$ cat src/rtl/demux_1a2_ochobitsl1.sv
// Receive-side 1:2 byte demux: deals valid bytes alternately to lane 0 / lane 1, with per-lane counters.
// Latency: 1 clk from data_in/valid_in to data_outX/valid_outX; lane_sel is registered.
// Backpressure: none; every valid byte is accepted, and invalid cycles leave the lane position unchanged.
module demux_1a2_ochobitsl1 #(
    parameter int CNT_W = 8
) (
    input  logic             clk,
    input  logic             reset_L,
    input  logic [7:0]       data_in,
    input  logic             valid_in,
    input  logic             realign,
    output logic [7:0]       data_out0,
    output logic [7:0]       data_out1,
    output logic             valid_out0,
    output logic             valid_out1,
    output logic             lane_sel,
    output logic [CNT_W-1:0] count0,
    output logic [CNT_W-1:0] count1
);

    // realign overrides the stored selector for this cycle only
    logic esel;
    assign esel = realign ? 1'b0 : lane_sel;

    always_ff @(posedge clk or negedge reset_L) begin
        if (!reset_L) begin
            data_out0  <= 8'h00;
            data_out1  <= 8'h00;
            valid_out0 <= 1'b0;
            valid_out1 <= 1'b0;
            lane_sel   <= 1'b0;
            count0     <= '0;
            count1     <= '0;
        end else if (valid_in) begin
            lane_sel <= ~esel;
            if (esel == 1'b0) begin
                data_out0  <= data_in;
                valid_out0 <= 1'b1;
                valid_out1 <= 1'b0;
                count0     <= count0 + CNT_W'(1);
            end else begin
                data_out1  <= data_in;
                valid_out0 <= 1'b0;
                valid_out1 <= 1'b1;
                count1     <= count1 + CNT_W'(1);
            end
        end else begin
            valid_out0 <= 1'b0;
            valid_out1 <= 1'b0;
            lane_sel   <= esel;
        end
    end

endmodule

$ cat config.mk
export PLATFORM = sky130hd
export DESIGN_NAME = demux_1a2_ochobitsl1
export DESIGN_NICKNAME = d
export VERILOG_FILES = /design/src/rtl/demux_1a2_ochobitsl1.sv
export SDC_FILE = /design/constraint.sdc
export NUM_CORES = 1
export LEC_CHECK = 0
export CORE_ASPECT_RATIO = 0.75
export CORE_MARGIN = 2
export CORE_UTILIZATION = 45
export CTS_BUF_LIST = sky130_fd_sc_hd__clkbuf_2
export CTS_CLUSTER_SIZE = 10
export DETAILED_ROUTE_END_ITERATION = 16
export GPL_ROUTABILITY_DRIVEN = 0
export PLACE_DENSITY = 0.78
export SLEW_MARGIN = 10
export SYNTH_ARGS = -nofsm -noshare
export SYNTH_HDL_FRONTEND = slang
export SYNTH_SLANG_ARGS = --single-unit
$ cat constraint.sdc
create_clock -name clk -period 1.8 [get_ports clk]
set_clock_uncertainty 0.15 [all_clocks]
set_input_delay 0.18 -clock clk [delete_from_list [all_inputs] [get_ports clk]]
set_output_delay 0.18 -clock clk [all_outputs]
set_load 0.03 [all_outputs]
==> run_results.csv, run 1 <==
group,metric,value,unit
run_status,status,"completed",
flow_run,max-cap-violations,0,
floorplanning,initial_core_util,47.0,%
critical_path,worstSetupStartpointType,"flop",
sta,slew_violations,0,
finish,drive_gt1_share,23.5,%
logic_synthesis,yosysSeqAreaShare,63.5,%
route,drc,0,
sta,final-setup-viol-count,0,
floorplanning,ios,47,
critical_path,worstReg2RegEnd,"count0[7]",
clocking,cts_buffers,5,
global_routing,first_global_vias,951,
worst_hold_path,hp-class,"in2async",
finish,final_common_cell,"dfrtp_1",
global_routing,antenna_found_initial,0,
route,num_vias,913,
finish,multiInputGateArea,483,um^2
global_routing,grt_max_degree,36,
critical_path,arrival,1.43,ns
logic_synthesis,yosysWarnings,0,
sta,fmax,570,MHz
finish,syn2layout_area_growth,44.0,%
sta,rsz0062_at_grt,"false",
critical_path,ff2ff_setup_slack,0.23,ns
sta,relSlewSlack,71.9,%
critical_path,path_cells,"clkdlybuf4s50_1",
finish,fillers,236,
route,wl_per_cell,13.7,um
global_routing,grt_remaining_overflow,0,
global_routing,grt_pass1_wl,4440,um
floorplanning,die_w,67.9,um
finish,seq_area,876,um^2
critical_path,cp-endpoint,"data_out0[0]",
power_and_ir_drop,p_total,2620,uW
clocking,postCtsHoldBufs,0,
finish,final_cell_mix,"dfrtp_1, mux2_2, dlygate4sd2_1",
finish,fin_util,67.6,%
critical_path,cp.depth,1,
floorplanning,dieArea,3530,um^2
critical_path,crit_type,"reg2out",
floorplanning,rows,17,
critical_path,path_buf_inv,1,
sta,whs,0.0333,ns
floorplanning,die_h,51.9,um
critical_path,crit_required,1.47,ns
clocking,clock_latency,0.38,ns
logic_synthesis,postSynthCellCount,94,
clocking,clkTransAtPathRegs,0.16,ns
critical_path,critPathTopFamily,"buffers and inverters",
power_and_ir_drop,p_per_area,1320,nW/um^2
sta,finalHoldViolCount,0,
sta,layout_min_cycle_time,1.76,ns
finish,antenna_cells,0,
clocking,cts_max_level,2,
power_and_ir_drop,p_leak,0.00109,uW
critical_path,critPathSlowestCell,"clkdlybuf4s50_1",
logic_synthesis,syn_avg_cell_area,14.7,um^2
logic_synthesis,synth.ff_latch_count,35,
sta,worstMarginPinSlew,0.421,ns
critical_path,r2r_cells,5,
critical_path,startpoint,"data_out0[0]",
clocking,cts_num_sinks,35,
power_and_ir_drop,peakVddDrop,0.000744,V
critical_path,cp_max_fo,2,
sta,finalCritPeriodShare,97.5,%
finish,fin_nets,168,
critical_path,end_kind,"primary output",
route,antenna_left,0,
logic_synthesis,ys_types,15,
clocking,clock_path_buffers,2,
place,dp_hpwl,2010,um
logic_synthesis,synth_fp_nets,110,
route,dr.pass1.iters,4,
place,numPortBuffers,46,
logic_synthesis,syn_area,1380,um^2
clocking,clock-root-buffer,"clkbuf_2",
global_routing,grt_usage,18.1,%
floorplanning,core,2940,um^2
critical_path,cpPeakStageDelay,0.67,ns
route,drt_first_iter_violations,35,
critical_path,reg2reg_from,"lane_sel",
clocking,cts_tree,"built",
route,routed_wirelength,2620,um
route,vias_per_cell,4.78,
[per-stage QoR]
step                instance area [um^2]  setup TNS (ns)  std cells  setup WS [ns]
floorplan                           1380               0         94         0.0957
global placement                    1930        -0.00590        183       -0.00590
detailed placement                  1930          -0.327        183        -0.0611
CTS                                 1950               0        191        0.00304
global route                        1990               0        191        0.00176
finish                              1990               0        191         0.0442
[how the worst min path moves through the flow]
stage	start	to	slack [ns]	depth (start not counted)
after floorplan	reset_L	count0[0]	-0.27	0
after global placement	count1[7]	count1[7]	0.31	1
after detailed placement	count0[7]	count0[7]	0.31	1
after CTS	reset_L	data_out1[1]	0.03	2
after global routing	reset_L	data_out1[6]	0.05	2
final	reset_L	count1[4]	0.03	2
[power by group]
group	internal [uW]	switching (uW)	total, uW
clock	106	243	349
combinational	453	641	1090
sequential	991	187	1180
total	1550	1070	2620
[area by class of cell]
type | count | share of cell area (%)
flip-flops and latches | 35 | 44.1
well taps | 38 | 2.39
clock inverters | 1 | 0.252
multi-input cells | 55 | 24.3
inverters | 2 | 0.378
repair buffers | 53 | 26.8
clock buffers | 7 | 1.76
[metal layers]
| metal | track usage [%] | share of wire [%] |
|---|---|---|
| met1 | 24.1 | 46 |
| met2 | 25.0 | 45 |
| met3 | 7.14 | 8.1 |
| met4 | 10.0 | 1.7 |
| met5 | 0 | 0 |
[worst reg2reg max path, delay by kind of cell (launching register included)]
kind,cells,cell delay (ns)
and+or+nand+nor,3,0.57
DFF,1,0.41
xor gates and xnor gates,1,0.16
adders and majority gates,1,0.23
[logic make-up (layout without fill, tap and decap cells)]
kind of cell	Yosys count	after routing	synth area share [%]
DFF	35	35	63.5
xor gates and xnor gates	14	14	8.89
muxes	18	18	14.7
buffers and inverters	4	63	1.45
adders and majority gates	4	4	3.63
and+or+nand+nor	19	19	7.80
[repair_timing]
action / 4_1_cts / 5_1_grt
setup buffers: 0 / 0
endpoints found under the setup margin: 17 / 16
gates cloned: 0 / 0
gates resized for setup: 17 / 16
[cells in the mapped netlist, drive strengths merged]
cell type,count,share of area [%]
nand2b,1,0.45
nand4,5,2.7
mux2,18,15
nor3,2,1.5
nor2,3,0.82
nand2,7,1.9
buf,2,0.91
inv,2,0.54
and3,1,0.45
xor2,7,4.4
ha,4,3.6
dfrtp,35,64
xnor2,7,4.4
[sequential cells by signal, summed over array words and instances (netlist names)]
| register | cells |
|---|---|
| valid_out1 | 1 |
| data_out1 | 8 |
| count1 | 8 |
| data_out0 | 8 |
| count0 | 8 |
| valid_out0 | 1 |
| lane_sel | 1 |
Power figures use the tool's default switching activity.
==> run 2: changes to the inputs <==
CORE_MARGIN = 10   (was 2)
==> run 2 against run 1 <==
Die area increased by 62%; total power decreased by 0.12%; first-iteration DRC count increased by 20%; count of clock-buffer cells in the layout decreased by 1; setup slack improved by 0.012 ns; critical path type unchanged; cell count decreased by 0.52%; routed wire length increased by 13%; maximum frequency increased by 0.70%.
==> run_results.csv, run 2 (same netlist as run 1, synthesis figures left out) <==
group,metric,value,unit
finish,seq_area,876,um^2
global_routing,grt_util_met1,12.6,%
place,placedCellCount,184,
floorplanning,die_w,83.9,um
route,routed_wirelength,2970,um
finish,stdcell_count,190,
floorplanning,dieArea,5700,um^2
global_routing,antenna_found_initial,0,
sta,finalHoldViolCount,0,
clocking,cts_buffers,5,
global_routing,first_global_vias,1010,
worst_hold_path,hp-class,"in2async",
global_routing,grt_pass1_wl,5000,um
floorplanning,core,2940,um^2
sta,final-setup-viol-count,0,
power_and_ir_drop,p_leak,0.00106,uW
route,wl_per_cell,15.6,um
floorplanning,initial_core_util,47.0,%
sta,relSlewSlack,71.6,%
clocking,cts_tree,"built",
finish,multiInputGateArea,483,um^2
place,numPortBuffers,46,
sta,rsz0062_at_grt,"false",
finish,final_common_cell,"dfrtp_1",
finish,final_cell_mix,"dfrtp_1, clkdlybuf4s50_1, mux2_2",
floorplanning,rows,17,
sta,finalSetupTns,0,ns
critical_path,path_cells,"clkdlybuf4s50_1",
finish,syn2layout_area_growth,43.6,%
critical_path,crit_type,"reg2out",
clocking,cts_max_level,2,
clocking,clock_latency,0.34,ns
route,drt_first_iter_violations,42,
flow_run,max-cap-violations,0,
clocking,postCtsHoldBufs,0,
critical_path,path_buf_inv,1,
global_routing,grt_remaining_overflow,0,
global_routing,use_met3,6.52,%
run_status,status,"completed",
critical_path,critPathSlowestCell,"clkdlybuf4s50_1",
critical_path,arrival,1.41,ns
route,drc,0,
finish,fin_nets,169,
critical_path,worstSetupStartpointType,"flop",
global_routing,grt_use_met2,16.3,%
critical_path,cp_max_fo,2,
power_and_ir_drop,peakVddDrop,0.000647,V
finish,fillers,231,
route,num_vias,911,
critical_path,cpPeakStageDelay,0.68,ns
clocking,clock_path_buffers,2,
finish,drive_gt1_share,23.0,%
clocking,cts_num_sinks,35,
clocking,clock-root-buffer,"clkbuf_2",
critical_path,end_kind,"primary output",
power_and_ir_drop,p_per_area,1320,nW/um^2
global_routing,busiest_layer,"met2",
route,dr.pass1.iters,4,
floorplanning,ios,47,
global_routing,grt_max_degree,36,
floorplanning,die_h,67.9,um
sta,fmax,574,MHz
sta,worstMarginPinSlew,0.426,ns
sta,finalCritPeriodShare,96.9,%
route,antenna_left,0,
route,vias_per_cell,4.79,
critical_path,crit_required,1.47,ns
finish,antenna_cells,0,
critical_path,critPathTopFamily,"buffers and inverters",
global_routing,grt_usage,10.9,%
clocking,clkTransAtPathRegs,0.16,ns
place,dp_hpwl,2360,um
sta,layout_min_cycle_time,1.74,ns
sta,slew_violations,0,
-- run 2: changes by cell type in the layout (fill, tap and decap cells not counted), sizes merged --
cell | previous run | this run
clkbuf | 7 | 6
buf | 7 | 8
clkinv | 1 | 0
dlymetal6s2s | 16 | 12
clkdlybuf4s50 | 13 | 22
dlygate4sd2 | 17 | 12
-- run 2: per-layer routing --
layer	wire length, um	share of wire [%]
met1	1290	44
met2	1370	46
met3	287	9.7
met4	12	0.40
met5	0	0
-- run 2: metrics by stage --
stage / total power, uW / instance area (um^2) / setup WS [ns] / hold slack [ns] / util [%]
2_1_floorplan: 1850 / 1380 / 0.0957 / -0.266 / -
3_3_place_gp: 2410 / 1930 / -0.0415 / 0.307 / 65.9
3_5_place_dp: 2440 / 1930 / -0.0844 / 0.312 / 65.9
4_1_cts: 2670 / 1950 / 0.00160 / 0.0600 / 66.4
5_1_grt: 2790 / 1980 / 0.000855 / 0.106 / 67.4
6_report: 2620 / 1980 / 0.0564 / 0.0679 / 67.4
-- run 2: cell type report --
| class | count | share of cell area (%) |
|---|---|---|
| inverter | 2 | 0.379 |
| timing repair buffer | 54 | 27.1 |
| tap | 38 | 2.40 |
| multi-input combinational | 55 | 24.4 |
| sequential | 35 | 44.2 |
| clock buffer | 6 | 1.52 |
-- run 2: path summary, 6_finish.rpt --
path,startpoint,endpoint,slack (ns),cells after the start
worst max-delay path,data_out0[2],data_out0[2],0.06,1
worst min-delay path,reset_L,count0[0],0.07,2
worst max register to register,lane_sel,count1[7],0.22,6
worst min register to register,count0[7],count0[7],0.33,1
max in group asynchronous,reset_L,data_out1[1],1.12,2
min in group clk,data_in[3],data_out0[3],0.32,2
-- run 2: timing repair --
item,CTS,global route
hold endpoints to repair,0,0
resized for setup,12,12
buffers inserted,0,0
setup endpoints to repair,12,12
pin swaps,0,0
cloned,0,0
-- run 2: report_power, final --
part,switching (uW),internal (uW),leakage [uW],total (uW)
clock network,221,88.1,0.0000249,309
registers,195,991,0.000430,1190
logic,657,467,0.000606,1120
==> run 3: changes to the inputs <==
SKIP_CTS_REPAIR_TIMING = 1   (was default)
SLEW_MARGIN = 20   (was 10)
==> run 3 against run 2 <==
Critical path depth unchanged; setup slack about the same; non-clock buffer count unchanged; final area rose by 2.3%; hold slack worse by 0.00065 ns; cell count unchanged; total power grew 2.5%; largest cell class unchanged; largest power group unchanged.
==> run_results.csv, run 3 (same netlist as run 1, synthesis figures left out) <==
group,metric,value,unit
run_status,status,"completed",
finish,final_common_cell,"dfrtp_1",
route,dr.pass1.iters,4,
clocking,clock_path_buffers,2,
place,numPortBuffers,46,
finish,fin_nets,169,
power_and_ir_drop,p_per_area,1330,nW/um^2
floorplanning,rows,17,
critical_path,crit_required,1.47,ns
sta,fmax,574,MHz
global_routing,grt_remaining_overflow,0,
global_routing,grt_max_degree,36,
finish,drive_gt1_share,23.0,%
critical_path,end_kind,"primary output",
flow_run,max-cap-violations,0,
critical_path,arrival,1.41,ns
route,num_vias,909,
global_routing,first_global_vias,1010,
route,drc,0,
route,drt_first_iter_violations,48,
global_routing,grt_usage,10.8,%
floorplanning,die_w,83.9,um
floorplanning,initial_core_util,47.0,%
route,routed_wirelength,2990,um
power_and_ir_drop,p_leak,0.00118,uW
clocking,clock_latency,0.34,ns
critical_path,worstSetupStartpointType,"flop",
sta,final-setup-viol-count,0,
clocking,cts_tree,"built",
sta,layout_min_cycle_time,1.74,ns
sta,worstMarginPinSlew,0.420,ns
sta,setup_slack,0.0565,ns
clocking,cts_max_level,2,
sta,relSlewSlack,72.0,%
place,place_ws,-0.0844,ns
clocking,clock-root-buffer,"clkbuf_2",
critical_path,crit_type,"reg2out",
clocking,cts_num_sinks,35,
place,dp_hpwl,2360,um
critical_path,path_cells,"clkdlybuf4s50_1",
route,wl_per_cell,15.7,um
sta,finalSetupTns,0,ns
floorplanning,core,2940,um^2
floorplanning,dieArea,5700,um^2
finish,fillers,218,
worst_hold_path,hp-class,"in2async",
critical_path,critPathTopFamily,"buffers and inverters",
finish,syn2layout_area_growth,46.8,%
clocking,cts_buffers,5,
power_and_ir_drop,peakVddDrop,0.000691,V
critical_path,path_buf_inv,1,
critical_path,cp_max_fo,2,
finish,final_cell_mix,"dfrtp_1, dlymetal6s2s_1, clkdlybuf4s50_1",
floorplanning,ios,47,
floorplanning,die_h,67.9,um
finish,fin_util,69.0,%
sta,finalCritPeriodShare,96.9,%
global_routing,grt_pass1_wl,4970,um
critical_path,critPathSlowestCell,"clkdlybuf4s50_1",
route,antenna_left,0,
power_and_ir_drop,p_total,2690,uW
critical_path,cpPeakStageDelay,0.68,ns
global_routing,antenna_found_initial,0,
finish,antenna_cells,0,
sta,finalHoldViolCount,0,
route,vias_per_cell,4.78,
sta,slew_violations,0,
clocking,clkTransAtPathRegs,0.16,ns
[run 3: cell types whose count changed in the layout (fill, tap and decap cells not counted)]
cell            delta
dlygate4sd2_1     -12
dlymetal6s2s_1    +12
[run 3: area by class of cell]
class	count	area [um^2]	area share, %
inverter	2	7.51	0.371
sequential	35	876	43.3
multi-input combinational	55	483	23.9
clock buffer	6	30.0	1.48
timing repair buffer	54	581	28.7
tap	38	47.5	2.35
[run 3: final timing paths]
path                            depth (start not counted)      endpoint  slack (ns)         start
min in group clk                                        2  data_out0[3]        0.32    data_in[3]
max in group asynchronous                               2  data_out1[0]        1.13       reset_L
worst max-delay path                                    1  data_out0[2]        0.06  data_out0[2]
worst min register to register                          1     count0[7]        0.33     count0[7]
worst min-delay path                                    2  data_out1[5]        0.07       reset_L
worst max register to register                          6     count1[7]        0.22      lane_sel
[run 3: metal layers]
metal  wire length, um  share of wire [%]  global-route usage [%]  up-vias
met3               282                9.4                    6.52        2
met2              1370                 46                    16.3       30
li1                  -                  -                       -      431
met5                 0                  0                       0        -
met4                12               0.40                    4.38        0
met1              1330                 44                    12.4      446
[run 3: power by group]
group	total [uW]	switching, uW	internal (uW)
combinational	1190	658	531
sequential	1190	196	991
clock	308	220	88.1
[run 3: through the flow]
step | hold WS (ns) | instances | area [um^2]
after CTS | 0.0600 | 190 | 1960
after global routing | 0.103 | 190 | 2020
after detailed placement | 0.312 | 184 | 1930
after floorplan | -0.266 | 94 | 1380
after global placement | 0.307 | 184 | 1930
final | 0.0672 | 190 | 2020
